`config.mk`:
```
export PLATFORM = sky130hd
export DESIGN_NAME = term_writer
export DESIGN_NICKNAME = d
export VERILOG_FILES = /design/src/rtl/term_writer_pkg.sv /design/src/rtl/term_writer.sv
export SDC_FILE = /design/constraint.sdc
export NUM_CORES = 1
export LEC_CHECK = 0
export CORE_MARGIN = 2
export CORE_UTILIZATION = 50
export DETAILED_ROUTE_END_ITERATION = 6
export PLACE_DENSITY = 0.78
export SYNTH_ARGS = -nofsm -noshare
export SYNTH_HDL_FRONTEND = slang
export SYNTH_SLANG_ARGS = --single-unit
```
`constraint.sdc`:
```
create_clock -name clk -period 2.5 [get_ports clk]
set_input_delay 0.5 -clock clk [delete_from_list [all_inputs] [get_ports clk]]
set_output_delay 0.5 -clock clk [all_outputs]
set_load 0.05 [all_outputs]
```
`src/rtl/term_writer_pkg.sv`:
```
// Shared character codes, FSM state type and row-wrap helpers for the terminal writer.
package term_writer_pkg;

  localparam logic YES  = 1'b1;
  localparam logic NO   = 1'b0;
  localparam logic HIGH = 1'b1;
  localparam logic LOW  = 1'b0;

  localparam logic [7:0] ChBs    = 8'h08;
  localparam logic [7:0] ChLf    = 8'h0A;
  localparam logic [7:0] ChFf    = 8'h0C;
  localparam logic [7:0] ChCr    = 8'h0D;
  localparam logic [7:0] ChSpace = 8'h20;
  localparam logic [7:0] ChTilde = 8'h7E;

  typedef enum logic [1:0] {
    StIdle,
    StScroll,
    StClearAll
  } state_e;

  // (top + r) mod rows without depending on 5-bit wraparound; both inputs are < rows.
  function automatic logic [4:0] phys_row(input logic [4:0] top, input logic [4:0] r,
                                          input logic [5:0] rows);
    logic [5:0] sum;
    sum = {1'b0, top} + {1'b0, r};
    if (sum >= rows) sum = sum - rows;
    return sum[4:0];
  endfunction

  function automatic logic is_printable(input logic [7:0] ch);
    return (ch >= ChSpace) && (ch <= ChTilde);
  endfunction

endpackage

```
`src/rtl/term_writer.sv`:
```
// Character stream to text vram writer with cursor control, ring-buffer scrolling and
// full-screen clear; one shared row/column counter drives both bulk-fill states.
module term_writer
  import term_writer_pkg::*;
#(
  parameter int unsigned COLS = 80,
  parameter int unsigned ROWS = 30
) (
  input  logic       clk,
  input  logic       reset,
  input  logic       in_valid,
  input  logic [7:0] in_char,
  output logic       in_ready,
  output logic       write_ce,
  output logic [4:0] write_row,
  output logic [6:0] write_col,
  output logic [7:0] write_char,
  output logic [4:0] top_row,
  output logic [4:0] cursor_row,
  output logic [6:0] cursor_col
);

  localparam logic [5:0] RowsW   = 6'(ROWS);
  localparam logic [7:0] ColsW   = 8'(COLS);
  localparam logic [4:0] LastRow = 5'(ROWS - 1);
  localparam logic [6:0] LastCol = 7'(COLS - 1);

  state_e     state;
  logic [4:0] cnt_row;
  logic [6:0] cnt_col;

  logic       accept;
  logic       printable;
  logic [7:0] col_inc;
  logic       newline;

  always_comb begin
    accept    = (state == StIdle) && in_valid && in_ready;
    printable = is_printable(in_char);
    col_inc   = {1'b0, cursor_col} + 8'd1;
    newline   = accept && ((printable && (col_inc >= ColsW)) || (in_char == ChLf));
  end

  always_ff @(posedge clk) begin
    if (reset) begin
      state      <= StClearAll;
      in_ready   <= LOW;
      write_ce   <= LOW;
      write_row  <= '0;
      write_col  <= '0;
      write_char <= '0;
      top_row    <= '0;
      cursor_row <= '0;
      cursor_col <= '0;
      cnt_row    <= '0;
      cnt_col    <= '0;
    end else begin
      write_ce <= LOW;
      in_ready <= LOW;
      unique case (state)
        StIdle: begin
          in_ready <= HIGH;
          if (accept) begin
            if (printable) begin
              write_ce   <= HIGH;
              write_row  <= phys_row(top_row, cursor_row, RowsW);
              write_col  <= cursor_col;
              write_char <= in_char;
              cursor_col <= (col_inc < ColsW) ? col_inc[6:0] : 7'd0;
            end else begin
              case (in_char)
                ChCr: cursor_col <= 7'd0;
                ChBs: if (cursor_col != 7'd0) cursor_col <= cursor_col - 7'd1;
                ChFf: begin
                  cursor_row <= 5'd0;
                  cursor_col <= 7'd0;
                  top_row    <= 5'd0;
                  cnt_row    <= 5'd0;
                  cnt_col    <= 7'd0;
                  in_ready   <= LOW;
                  state      <= StClearAll;
                end
                default: ;
              endcase
            end
            if (newline) begin
              if (cursor_row < LastRow) begin
                cursor_row <= cursor_row + 5'd1;
              end else begin
                cnt_col  <= 7'd0;
                in_ready <= LOW;
                state    <= StScroll;
              end
            end
          end
        end
        StScroll: begin
          // The row about to become the bottom line is blanked before top_row advances.
          write_ce   <= HIGH;
          write_row  <= top_row;
          write_col  <= cnt_col;
          write_char <= ChSpace;
          if (cnt_col == LastCol) begin
            cnt_col <= 7'd0;
            top_row <= (top_row == LastRow) ? 5'd0 : top_row + 5'd1;
            state   <= StIdle;
          end else begin
            cnt_col <= cnt_col + 7'd1;
          end
        end
        StClearAll: begin
          write_ce   <= HIGH;
          write_row  <= cnt_row;
          write_col  <= cnt_col;
          write_char <= ChSpace;
          if (cnt_col == LastCol) begin
            cnt_col <= 7'd0;
            if (cnt_row == LastRow) begin
              cnt_row <= 5'd0;
              state   <= StIdle;
            end else begin
              cnt_row <= cnt_row + 5'd1;
            end
          end else begin
            cnt_col <= cnt_col + 7'd1;
          end
        end
        default: state <= StIdle;
      endcase
    end
  end

endmodule

```
After elaboration in Yosys (flattened, before gate mapping)
Cells that the tools add are included.
{"block": "totals", "reg_bits": 53, "word_cells": 118}
{"block": "op_classes", "add_sub_neg": 8, "order_cmp": 6, "n_eq_ne": 17, "mux": 51, "n_bitwise": 1, "n_reduce_logical": 24}
{"operator": "$mux W7", "count": 11}
{"operator": "$mux W5", "count": 14}
{"operator": "$pmux W7 S2", "count": 3}
{"operator": "$eq A8 B4 Y1 const B", "count": 4}
{"operator": "$pmux W5 S2", "count": 2}
{"operator": "$mux W2", "count": 8}
{"operator": "$mux W8", "count": 2}
{"operator": "$pmux W8 S2", "count": 1}
{"operator": "$add A5 B1 Y5 const B", "count": 3}
{"operator": "$pmux W5 S3", "count": 1}
{"operator": "$ne A2 B2 Y1 const B", "count": 6}
{"operator": "$eq A5 B5 Y1 const B", "count": 2}
{"operator": "$reduce_and A5 Y1", "count": 2}
{"operator": "$add A7 B1 Y8 const B", "count": 1}
{"operator": "$ge A8 B6 Y1 const B", "count": 1}
{"operator": "$ge A8 B7 Y1 const B", "count": 1}
{"operator": "$le A8 B7 Y1 const B", "count": 1}
{"operator": "$lt A8 B7 Y1 const B", "count": 1}
{"operator": "$reduce_and A4 Y1", "count": 2}
{"operator": "$add A7 B1 Y7 const B", "count": 1}
{"operator": "$eq A7 B7 Y1 const B", "count": 1}
{"operator": "$mux W1", "count": 7}
{"operator": "$reduce_bool A7 Y1", "count": 1}
{"operator": "$sub A7 B1 Y7 const B", "count": 1}
{"operator": "19 further kinds", "count": 30}

Longest topological paths before layout
Gate-level depths: netlist (run 1).
{"block": "logic_depth", "word_depth": 8, "mapped_depth": 9, "depth_no_buf": 8}

Worst setup path before layout (run 1)
No wires, ideal clock.
{"block": "synth_path", "kind": "flip-flop to flip-flop", "from": "reg cursor_col[0]", "to": "reg cursor_row[0]", "setup_ns": 0.121, "arrival_ns": 2.357, "path_slack_ns": 0.021, "path_stages_with_launch": 8, "path_buffers": 0, "synth_period_minus_slack_ns": 2.479, "cell_sequence": "dfxtp_1 > ha_1 > nand3_1 > a221o_1 > a21oi_2 > o211ai_2 > and3_4 > mux2_4"}
{"block": "synth_between", "elab_chain_cells": 6}
{"item": "start, declared", "line_no": "term_writer.sv:20", "source": "output logic [6:0] cursor_col"}
{"item": "start signal, assigned", "line_no": "term_writer.sv:69", "source": "cursor_col <= (col_inc < ColsW) ? col_inc[6:0] : 7'd0;"}
{"item": "start signal, assigned", "line_no": "term_writer.sv:73", "source": "ChBs: if (cursor_col != 7'd0) cursor_col <= cursor_col - 7'd1;"}
{"item": "$add A7 B1 Y8", "line_no": "term_writer.sv:40", "source": "col_inc = {1'b0, cursor_col} + 8'd1;"}
{"item": "$ge A8 B7 Y1", "line_no": "term_writer.sv:41", "source": "newline = accept && ((printable && (col_inc >= ColsW)) || (in_char == ChLf));"}
{"item": "$logic_and A1 B1 Y1", "line_no": "term_writer.sv:41"}
{"item": "$logic_or A1 B1 Y1", "line_no": "term_writer.sv:41"}
{"item": "$logic_and A1 B1 Y1", "line_no": "term_writer.sv:41"}
{"item": "$mux W5", "line_no": "term_writer.sv:86", "source": "if (newline) begin"}
{"item": "end signal, assigned", "line_no": "term_writer.sv:88", "source": "cursor_row <= cursor_row + 5'd1;"}
{"item": "end, declared", "line_no": "term_writer.sv:19", "source": "output logic [4:0] cursor_row,"}
No other way between the ends.
A chain may end at the register's enable or synchronous reset.

Worst setup path in the final report (run 1)
{"block": "layout_path", "from": "reg top_row[0]", "to": "reg write_row[3]"}
{"block": "layout_between", "elab_chain_cells": 6}
{"item": "start, declared", "line_no": "term_writer.sv:18", "source": "output logic [4:0] top_row,"}
{"item": "start signal, assigned", "line_no": "term_writer.sv:105", "source": "top_row <= (top_row == LastRow) ? 5'd0 : top_row + 5'd1;"}
{"item": "$add A5 B5 Y6 (*)", "line_no": "term_writer_pkg.sv:26", "source": "sum = {1'b0, top} + {1'b0, r};"}
{"item": "$sub A5 B5 Y5 or $ge A6 B5 Y1 (tied branches)", "line_no": "term_writer_pkg.sv:27", "source": "if (sum >= rows) sum = sum - rows;"}
{"item": "$mux W5 (*)", "line_no": "term_writer_pkg.sv:27"}
{"item": "$mux W5 (*)", "line_no": "term_writer.sv:64", "source": "if (printable) begin"}
{"item": "$mux W5 (*)", "line_no": "term_writer.sv:63", "source": "if (accept) begin"}
{"item": "$pmux W5 S3 (*)", "line_no": "term_writer.sv:60", "source": "unique case (state)"}
{"item": "end signal, assigned", "line_no": "term_writer.sv:66", "source": "write_row <= phys_row(top_row, cursor_row, RowsW);"}
{"item": "end signal, assigned", "line_no": "term_writer.sv:100", "source": "write_row <= top_row;"}
{"item": "end signal, assigned", "line_no": "term_writer.sv:113", "source": "write_row <= cnt_row;"}
{"item": "end, declared", "line_no": "term_writer.sv:15", "source": "output logic [4:0] write_row,"}
Every way passes the cells marked *; elsewhere a longest branch is shown, timed or not. The select of a mux whose other input is x is not followed.

==> metrics.csv, run 1 <==
metric,value,unit
outcome,"complete, no violations",
cts.root.buffer_cell,sky130_fd_sc_hd__clkbuf_8,
yosys_warnings,0,
maximum_single_stage_delay_on_the_critical_path,0.40,ns
drt-initial-drc-count,192,
antennaDiodeCount,0,
worst_case_register_to_register_setup_slack,0.19,ns
crit_type,reg2reg,
finalWorstSetupSlack,0.187,ns
max_freq,432,MHz
min_path_type,reg2reg,
die_height,85.5,um
timing.setup.tns,0,ns
numCtsBuffers,5,
synthesis.area_per_instance,7.99,um2
finalClockSkew,0.00738,ns
timing.critical_path.to_type,register,
via_per_inst,6.05,
holdPathEnd,write_row[4],
synth-seq-cells,53,
floorplan.io_pins,50,
grt_pass1_wl,14500,um
leakagePower,0.00171,uW
antenna_found_initial,0,
total_power,1600,uW
area_growth,26.2,%
dp_hpwl,6540,um
grt_util_all_layers,0.242,
drive_gt1_frac,0.109,
floorplan.initialDensity,0.520,
rsz0062_at_grt,false,
finalHoldViolations,0,
finalCritPeriodShare,0.925,
syn-num-nets,448,
cellInternalPower,1230,uW
timing.critical_path.slowest_stage_cell,sky130_fd_sc_hd__fa_1,
synthMostInstantiatedCell,sky130_fd_sc_hd__dfxtp_1,
worst_skew_pair.late_latency,0.31,ns
timing.critical_path.fanout_max,3,
post-route-drc-count,0,
cts_post_setup_buffers_inserted,0,
max_cap_violations,0,
hold-worst-slack,0.479,ns
critical_path_s_top_delay_family,simple AND/OR/NAND/NOR gates,
detailedRoute.firstPassIterationCount,4,
hold_path_depth,2,
req_time_crit_path,2.70,ns
p_sw_frac,0.231,
timing.critical_path.cells,ha_1 > fa_1 > xor2_1 > nand2_1 > nor3_1 > a21oi_1 > nor4bb_1 > o32ai_1,
post_drt_wl_per_cell,15.7,um
cts_resized,0,
regToRegEndpoint,write_row[3],
worst_setup_path_start_kind,register,
preCtsSetupSlack,0.0189,ns
global_route.overflow_total,0,
fraction_of_the_yosys_area_taken_by_sequential_cells,0.319,
share_clk_of_total_power,0.389,
die-area,7310,um2
placeableCoreArea,6390,um2
tightest_slew,0.518,ns
layout.cells.non_filler,562,
period_minus_slack,2.31,ns
yosys-top-cells-area,"sky130_fd_sc_hd__dfxtp_1 (32%), sky130_fd_sc_hd__ha_1 (7.5%), sky130_fd_sc_hd__nor2_1 (5.2%), sky130_fd_sc_hd__a21oi_1 (5.0%), sky130_fd_sc_hd__nand3_1 (3.6%)",
tritoncts,built,
max-clock-path-buffers,2,
cellPowerDensity,381,nW/um2
cts_htree_levels,2,
die_width,85.5,um
worstPathArrival,2.51,ns
synthArstFlopShare,0,
max_slew_margin,0.654,
drtAntennaViolNets,0,
ir_worst_vdd,0.259,mV
power_frac_comb,0.074,
fraction_of_power_consumed_by_sequential_logic,0.537,
slew_violations,0,
worstRegToRegCells,8,
synth_top_cells_by_count,"sky130_fd_sc_hd__dfxtp_1 (53), sky130_fd_sc_hd__nor2_1 (46), sky130_fd_sc_hd__a21oi_1 (33)",
synth_area,3320,um2
holdCritStartpoint,write_row[4],
core.rowCount,29,
num_vias,3402,
final_net_count,516,
tritoncts_num_sinks,53,
synth.top_cell.area_share,0.319,
grt_start_max_net_pins,45,
place.detailed.instances,554,
number_of_global_route_vias_before_repair,3194,
clk_transition_reported_paths,0.10,ns
routed_wirelength,8830,um
post_synth_top_flop,sky130_fd_sc_hd__dfxtp_1,
power.net_switching,370,uW
path_buf_inv,0,
portBuffers,49,
synth_enable_flop_cells,0,
synth_top_cell_by_area,sky130_fd_sc_hd__dfxtp_1,
post_synth_inst_count,416,
post_cts_hold_buffer_count,0,
setup_viol_count_final,0,
reg2reg_from,top_row[0],
synth_cell_type_count,65,
routabilityCongestion,0.886,
## cell families (layout without fill, tap and decap cells)
logic type | count (synthesis) | count (layout) | share of synthesized area
buf+inv | 37 | 106 | 0.0448
compound gates | 130 | 130 | 0.268
flops | 53 | 53 | 0.319
fa+ha+maj | 21 | 21 | 0.0814
simple gates | 161 | 161 | 0.244
mux | 11 | 11 | 0.0347
xor+xnor | 3 | 3 | 0.00791
## how the worst max path moves through the flow
stage,startpoint,endpoint,slack [ns],cells after the start
detailed placement,in_char[6],cursor_col[0],0.02,7
finish,top_row[0],write_row[3],0.19,8
global route,top_row[0],write_row[3],0.02,8
global placement,in_char[6],cursor_col[0],0.07,7
CTS,top_row[0],write_row[4],0.17,8
floorplan,cursor_col[0],cursor_row[0],0.02,7
## sequential cells by signal, summed over array words and instances (netlist names)
signal,cells
cnt_col,7
cnt_row,5
cursor_col,7
cursor_row,5
in_ready,1
state,2
top_row,5
write_ce,1
write_char,8
write_col,7
write_row,5
## placed cells by master, fill, tap and decap left out, types with 2 or more instances in the layout
| master | netlist | routed |
|---|---|---|
| sky130_fd_sc_hd__inv_1 | 17 | 17 |
| sky130_fd_sc_hd__o221ai_1 | 2 | 2 |
| sky130_fd_sc_hd__nor2_1 | 46 | 46 |
| sky130_fd_sc_hd__a21oi_1 | 33 | 33 |
| sky130_fd_sc_hd__o21ai_0 | 19 | 19 |
| sky130_fd_sc_hd__xnor2_1 | 2 | 2 |
| sky130_fd_sc_hd__nand3b_1 | 3 | 3 |
| sky130_fd_sc_hd__ha_1 | 20 | 20 |
| sky130_fd_sc_hd__o21a_1 | 2 | 2 |
| sky130_fd_sc_hd__a22oi_1 | 12 | 12 |
| sky130_fd_sc_hd__nand2_1 | 31 | 31 |
| sky130_fd_sc_hd__and3_1 | 12 | 12 |
| sky130_fd_sc_hd__or2_2 | 3 | 3 |
| sky130_fd_sc_hd__nor3b_1 | 3 | 3 |
| sky130_fd_sc_hd__a22o_1 | 4 | 4 |
| sky130_fd_sc_hd__buf_4 | 2 | 31 |
| sky130_fd_sc_hd__a21o_1 | 5 | 5 |
| sky130_fd_sc_hd__o32ai_1 | 4 | 4 |
| sky130_fd_sc_hd__a221o_1 | 2 | 2 |
| sky130_fd_sc_hd__mux2i_1 | 10 | 10 |
| sky130_fd_sc_hd__o211a_1 | 2 | 2 |
| sky130_fd_sc_hd__nand2b_1 | 2 | 2 |
| sky130_fd_sc_hd__nand3_1 | 24 | 24 |
| sky130_fd_sc_hd__o211ai_1 | 3 | 3 |
| sky130_fd_sc_hd__clkbuf_8 | 0 | 6 |
| sky130_fd_sc_hd__and4b_1 | 2 | 2 |
| sky130_fd_sc_hd__dfxtp_1 | 53 | 53 |
| sky130_fd_sc_hd__a211oi_1 | 14 | 14 |
| sky130_fd_sc_hd__nand4_1 | 6 | 6 |
| sky130_fd_sc_hd__clkdlybuf4s50_1 | 0 | 49 |
| sky130_fd_sc_hd__a32o_1 | 2 | 2 |
| sky130_fd_sc_hd__nor2b_1 | 2 | 2 |
| sky130_fd_sc_hd__nor3_1 | 15 | 15 |
| sky130_fd_sc_hd__o21ba_2 | 2 | 2 |
| sky130_fd_sc_hd__a31oi_1 | 10 | 10 |
## metal layers
layer,vias to the layer above,routed length [um],track usage
li1,1696,-,-
met1,1598,4090,0.315
met2,98,4150,0.412
met3,10,477,0.0385
met4,0,105,0.0736
met5,-,0,0
## through the flow
step	instance area, um2	util
2_1_floorplan	3320	-
3_3_place_gp	4080	0.638
3_5_place_dp	4080	0.638
4_1_cts	4190	0.657
5_1_grt	4190	0.657
6_report	4190	0.657
## area by class of cell
cell class / instances / area (um2)
timing repair buffer: 81 / 743
sequential: 53 / 1060
fill: 552 / 2190
inverter: 17 / 63.8
clock inverter: 1 / 30.0
tap: 77 / 96.3
clock buffer: 7 / 86.3
multi-input combinational: 326 / 2110
## power by group through the flow
stage | clock network (uW) | registers (uW) | logic (uW)
6_report | 622 | 859 | 118
5_1_grt | 663 | 861 | 125
2_1_floorplan | 0 | 892 | 46.0
4_1_cts | 630 | 859 | 117
3_5_place_dp | 0 | 879 | 117
3_3_place_gp | 0 | 879 | 114
## worst reg2reg max path, stage by stage, from the launching register on
cell and delay, ns:
sky130_fd_sc_hd__dfxtp_1 0.35, sky130_fd_sc_hd__ha_1 0.24, sky130_fd_sc_hd__fa_1 0.40, sky130_fd_sc_hd__xor2_1 0.25, sky130_fd_sc_hd__nand2_1 0.08, sky130_fd_sc_hd__nor3_1 0.27, sky130_fd_sc_hd__a21oi_1 0.17, sky130_fd_sc_hd__nor4bb_1 0.31
sky130_fd_sc_hd__o32ai_1 0.12
Note: power is estimated with default switching activity, not from simulation.
==> run 2: changes to the inputs <==
--- a/config.mk
+++ b/config.mk
@@ -5,10 +5,11 @@
 export SDC_FILE = /design/constraint.sdc
 export NUM_CORES = 1
 export LEC_CHECK = 0
-export CORE_MARGIN = 2
+export CORE_MARGIN = 3
 export CORE_UTILIZATION = 50
 export DETAILED_ROUTE_END_ITERATION = 6
 export PLACE_DENSITY = 0.78
+export SLEW_MARGIN = 15
 export SYNTH_ARGS = -nofsm -noshare
 export SYNTH_HDL_FRONTEND = slang
 export SYNTH_SLANG_ARGS = --single-unit
==> metrics.csv, run 2 (same netlist as run 1, synthesis figures left out) <==
metric,value,unit
outcome,"complete, no violations",
crit_type,reg2reg,
grt_util_all_layers,0.230,
ir_worst_vdd,0.257,mV
largest_register_ff_count,8,
cts_htree_levels,2,
cts_resized,0,
leakagePower,0.00170,uW
die_width,87.5,um
die_height,87.5,um
post_cts_hold_buffer_count,0,
die-area,7660,um2
share_clk_of_total_power,0.371,
floorplan.io_pins,50,
registers.top_by_ff_count,write_char,
fraction_of_power_consumed_by_sequential_logic,0.554,
cellPowerDensity,373,nW/um2
floorplan.initialDensity,0.520,
finalCritPeriodShare,0.917,
grt_pass1_wl,14200,um
dp_hpwl,6550,um
portBuffers,49,
timing.setup.tns,0,ns
drt-initial-drc-count,226,
max-clock-path-buffers,2,
global_route.overflow_total,0,
worst_skew_pair.late_latency,0.31,ns
worst_setup_path_start_kind,register,
power_frac_comb,0.075,
routabilityCongestion,0.876,
clk_transition_reported_paths,0.09,ns
max_freq,436,MHz
cts_post_setup_buffers_inserted,0,
drtAntennaViolNets,0,
placeableCoreArea,6390,um2
post-route-drc-count,0,
numCtsBuffers,5,
number_of_global_route_vias_before_repair,3075,
min_path_type,reg2reg,
final_net_count,515,
finalClockSkew,0.00637,ns
max_cap_violations,0,
cellInternalPower,1190,uW
detailedRoute.firstPassIterationCount,5,
via_per_inst,6.03,
p_sw_frac,0.231,
global_route.usage.met1,0.303,
drive_gt1_frac,0.108,
layout_commonest_cell,sky130_fd_sc_hd__dfxtp_1,
tightest_slew,0.597,ns
tritoncts,built,
period_minus_slack,2.29,ns
timing.critical_path.to_type,register,
finalHoldViolations,0,
layer_carrying_the_most_global_route_usage,met2,
post_drt_wl_per_cell,15.5,um
tritoncts_num_sinks,53,
layout.cells.non_filler,560,
groute.layer.met3.usage,0.0454,
num_vias,3379,
core.rowCount,29,
worstPathArrival,2.49,ns
setup_viol_count_final,0,
timing.critical_path.fanout_max,2,
antenna_found_initial,0,
req_time_crit_path,2.70,ns
hold-worst-slack,0.481,ns
routed_wirelength,8650,um
cts.root.buffer_cell,sky130_fd_sc_hd__clkbuf_8,
place.detailed.instances,553,
grt_start_max_net_pins,29,
max_slew_margin,0.600,
area_growth,25.2,%
antennaDiodeCount,0,
final_cell_mix,"sky130_fd_sc_hd__dfxtp_1 (53), sky130_fd_sc_hd__clkdlybuf4s50_1 (49), sky130_fd_sc_hd__nor2_1 (46)",
use_met2,0.375,
power.net_switching,359,uW
slew_violations,0,
finish.utilization,0.651,
rsz0062_at_grt,false,
## run 2: final timing paths
check / from / to / slack [ns] / cells after the start
setup / recovery: top_row[0] / write_row[4] / 0.21 / 8
hold / removal: write_row[4] / write_row[4] / 0.48 / 2
setup reg to reg: top_row[0] / write_row[4] / 0.21 / 8
hold reg to reg: write_row[4] / write_row[4] / 0.48 / 2
## run 2: worst max-delay path, cell delays in order, from the launching register on
cell                       delay (ns)
sky130_fd_sc_hd__dfxtp_1         0.36
sky130_fd_sc_hd__ha_1            0.24
sky130_fd_sc_hd__fa_1            0.41
sky130_fd_sc_hd__a211oi_1        0.32
sky130_fd_sc_hd__nor3b_1         0.11
sky130_fd_sc_hd__or2_2           0.31
sky130_fd_sc_hd__and3_1          0.18
sky130_fd_sc_hd__o211ai_1        0.18
sky130_fd_sc_hd__a21oi_1         0.08
## run 2: routing by layer
metal  up-vias  wire (um)
met1      1560       3930
met5         -          0
met2       120       4090
li1       1688          -
met4         0        114
met3        11        511
## run 2: power groups by stage
stage	clock, uW	sequential [uW]	combinational, uW
2_1_floorplan	0	892	46.0
3_3_place_gp	0	879	114
3_5_place_dp	0	880	116
4_1_cts	589	860	116
5_1_grt	614	861	127
6_report	576	860	116
## run 2: layout make-up
type	count	area, um2
Multi-Input combinational cell	326	2110
Timing Repair Buffer	80	723
Clock buffer	5	68.8
Clock inverter	2	35.0
Sequential cell	53	1060
Inverter	17	63.8
Fill cell	552	2230
Tap cell	77	96.3
## run 2: per-stage QoR
step                      cell area (um2)  setup WS (ns)  total power [uW]
after floorplan                      3320         0.0212               938
after global placement               4060         0.0237               993
after detailed placement             4060        -0.0538               996
after CTS                            4160          0.201              1570
after global routing                 4160        0.00123              1600
final                                4160          0.207              1550
==> run 3: changes to the inputs <==
--- a/config.mk
+++ b/config.mk
@@ -5,10 +5,12 @@
 export SDC_FILE = /design/constraint.sdc
 export NUM_CORES = 1
 export LEC_CHECK = 0
+export ABC_CLOCK_PERIOD_IN_PS = 2500
 export CORE_MARGIN = 3
-export CORE_UTILIZATION = 50
+export CORE_UTILIZATION = 25
 export DETAILED_ROUTE_END_ITERATION = 6
-export PLACE_DENSITY = 0.78
+export GPL_ROUTABILITY_DRIVEN = 0
+export PLACE_DENSITY = 0.46
 export SLEW_MARGIN = 15
 export SYNTH_ARGS = -nofsm -noshare
 export SYNTH_HDL_FRONTEND = slang
==> metrics.csv, run 3 (same netlist as run 1, synthesis figures left out) <==
metric,value,unit
worst_case_register_to_register_setup_slack,0.16,ns
final_cell_mix,"sky130_fd_sc_hd__dfxtp_1 (52), sky130_fd_sc_hd__clkdlybuf4s50_1 (49), sky130_fd_sc_hd__nor2_1 (46)",
clk_transition_reported_paths,0.07,ns
number_of_global_route_vias_before_repair,3158,
layout.cells.non_filler,659,
drtAntennaViolNets,0,
power.net_switching,423,uW
dp_hpwl,7320,um
layout_commonest_cell,sky130_fd_sc_hd__dfxtp_1,
cts_resized,0,
worst_setup_path_start_kind,register,
n_fill_cell,1427,
cts_post_setup_buffers_inserted,0,
numCtsBuffers,5,
hold_path_depth,2,
setup_viol_count_final,0,
reg2reg_from,top_row[0],
crit_type,reg2reg,
global_route.overflow_total,0,
tritoncts_num_sinks,53,
post-route-drc-count,0,
tritoncts,built,
cellInternalPower,1380,uW
cts_htree_levels,2,
area_growth,31.7,%
die_height,121,um
min_path_type,reg2reg,
portBuffers,49,
antennaDiodeCount,0,
via_per_inst,5.02,
req_time_crit_path,2.67,ns
rsz0062_at_grt,false,
period_minus_slack,2.34,ns
floorplan.initialDensity,0.259,
drive_gt1_frac,0.119,
power_frac_comb,0.065,
regToRegEndpoint,write_row[4],
timing.critical_path.to_type,register,
final_net_count,518,
die_width,121,um
floorplan.io_pins,50,
drt-initial-drc-count,176,
share_clk_of_total_power,0.457,
outcome,"complete, no violations",
grt_pass1_wl,16100,um
fraction_of_power_consumed_by_sequential_logic,0.478,
slew_violations,0,
max_slew_margin,0.639,
hold-worst-slack,0.475,ns
finalClockSkew,0.00854,ns
timing.setup.tns,0,ns
core.rowCount,41,
finalHoldViolations,0,
placeableCoreArea,12800,um2
max_cap_violations,0,
ir_worst_vdd,0.270,mV
cts.root.buffer_cell,sky130_fd_sc_hd__clkbuf_16,
grt_start_max_net_pins,31,
place.detailed.instances,651,
detailedRoute.firstPassIterationCount,4,
worstPathArrival,2.52,ns
p_sw_frac,0.235,
die-area,14700,um2
antenna_found_initial,0,
post_cts_hold_buffer_count,0,
worst_skew_pair.late_latency,0.30,ns
total_power,1800,uW
max_freq,426,MHz
tightest_slew,0.540,ns
max-clock-path-buffers,2,
registers.top_by_ff_count,write_char,
routed_wirelength,9670,um
num_vias,3311,
finalCritPeriodShare,0.938,
worstRegToRegCells,8,
largest_register_ff_count,8,
post_drt_wl_per_cell,14.7,um
holdCritStartpoint,write_row[4],
timing.critical_path.fanout_max,2,
cellPowerDensity,411,nW/um2
grt_util_all_layers,0.134,
holdPathEnd,write_row[4],
leakagePower,0.00174,uW
[run 3: how the worst max path moves through the flow]
stage | start | endpoint | slack, ns
floorplan | cursor_col[0] | cursor_row[0] | 0.02
global placement | in_char[6] | cursor_col[0] | 0.01
detailed placement | in_char[6] | cursor_col[0] | -0.02
CTS | top_row[0] | write_row[4] | 0.15
global route | top_row[0] | write_row[4] | 0.02
finish | top_row[0] | write_row[4] | 0.16
[run 3: area by class of cell]
class                   count  area, um2  area share
well taps                 172        215      0.0492
clock buffers               5        125      0.0286
repair buffers             83        746       0.170
flip-flops and latches     53       1060       0.243
multi-input cells         326       2120       0.484
inverters                  17       63.8      0.0146
clock inverters             3       46.3      0.0106
[run 3: layer usage]
layer,share of wire,track usage
met2,0.46,0.212
met5,0,0
met3,0.041,0.0294
met1,0.49,0.186
met4,0.013,0.0315
[run 3: stage by stage]
stage	worst slack, ns	utilization	instance area, um2
2_1_floorplan	0.0212	-	3320
3_3_place_gp	0.0149	0.327	4200
3_5_place_dp	-0.0206	0.327	4200
4_1_cts	0.148	0.341	4370
5_1_grt	0.0182	0.341	4380
6_report	0.155	0.341	4380
[run 3: power groups by stage]
stage                     logic [uW]  clock network (uW)  registers, uW
final                            116                 822            859
after global routing             128                 874            861
after CTS                        117                 847            859
after detailed placement         117                   0            879
after global placement           117                   0            879
after floorplan                 46.0                   0            892
[run 3: critical path, cell delays in order, from the launching register on]
cell and delay (ns):
sky130_fd_sc_hd__dfxtp_1 0.33, sky130_fd_sc_hd__ha_1 0.23, sky130_fd_sc_hd__fa_1 0.42, sky130_fd_sc_hd__a211oi_1 0.34, sky130_fd_sc_hd__nor3b_1 0.11, sky130_fd_sc_hd__or2_2 0.31, sky130_fd_sc_hd__and3_1 0.18, sky130_fd_sc_hd__o211ai_1 0.22
sky130_fd_sc_hd__a21oi_1 0.09
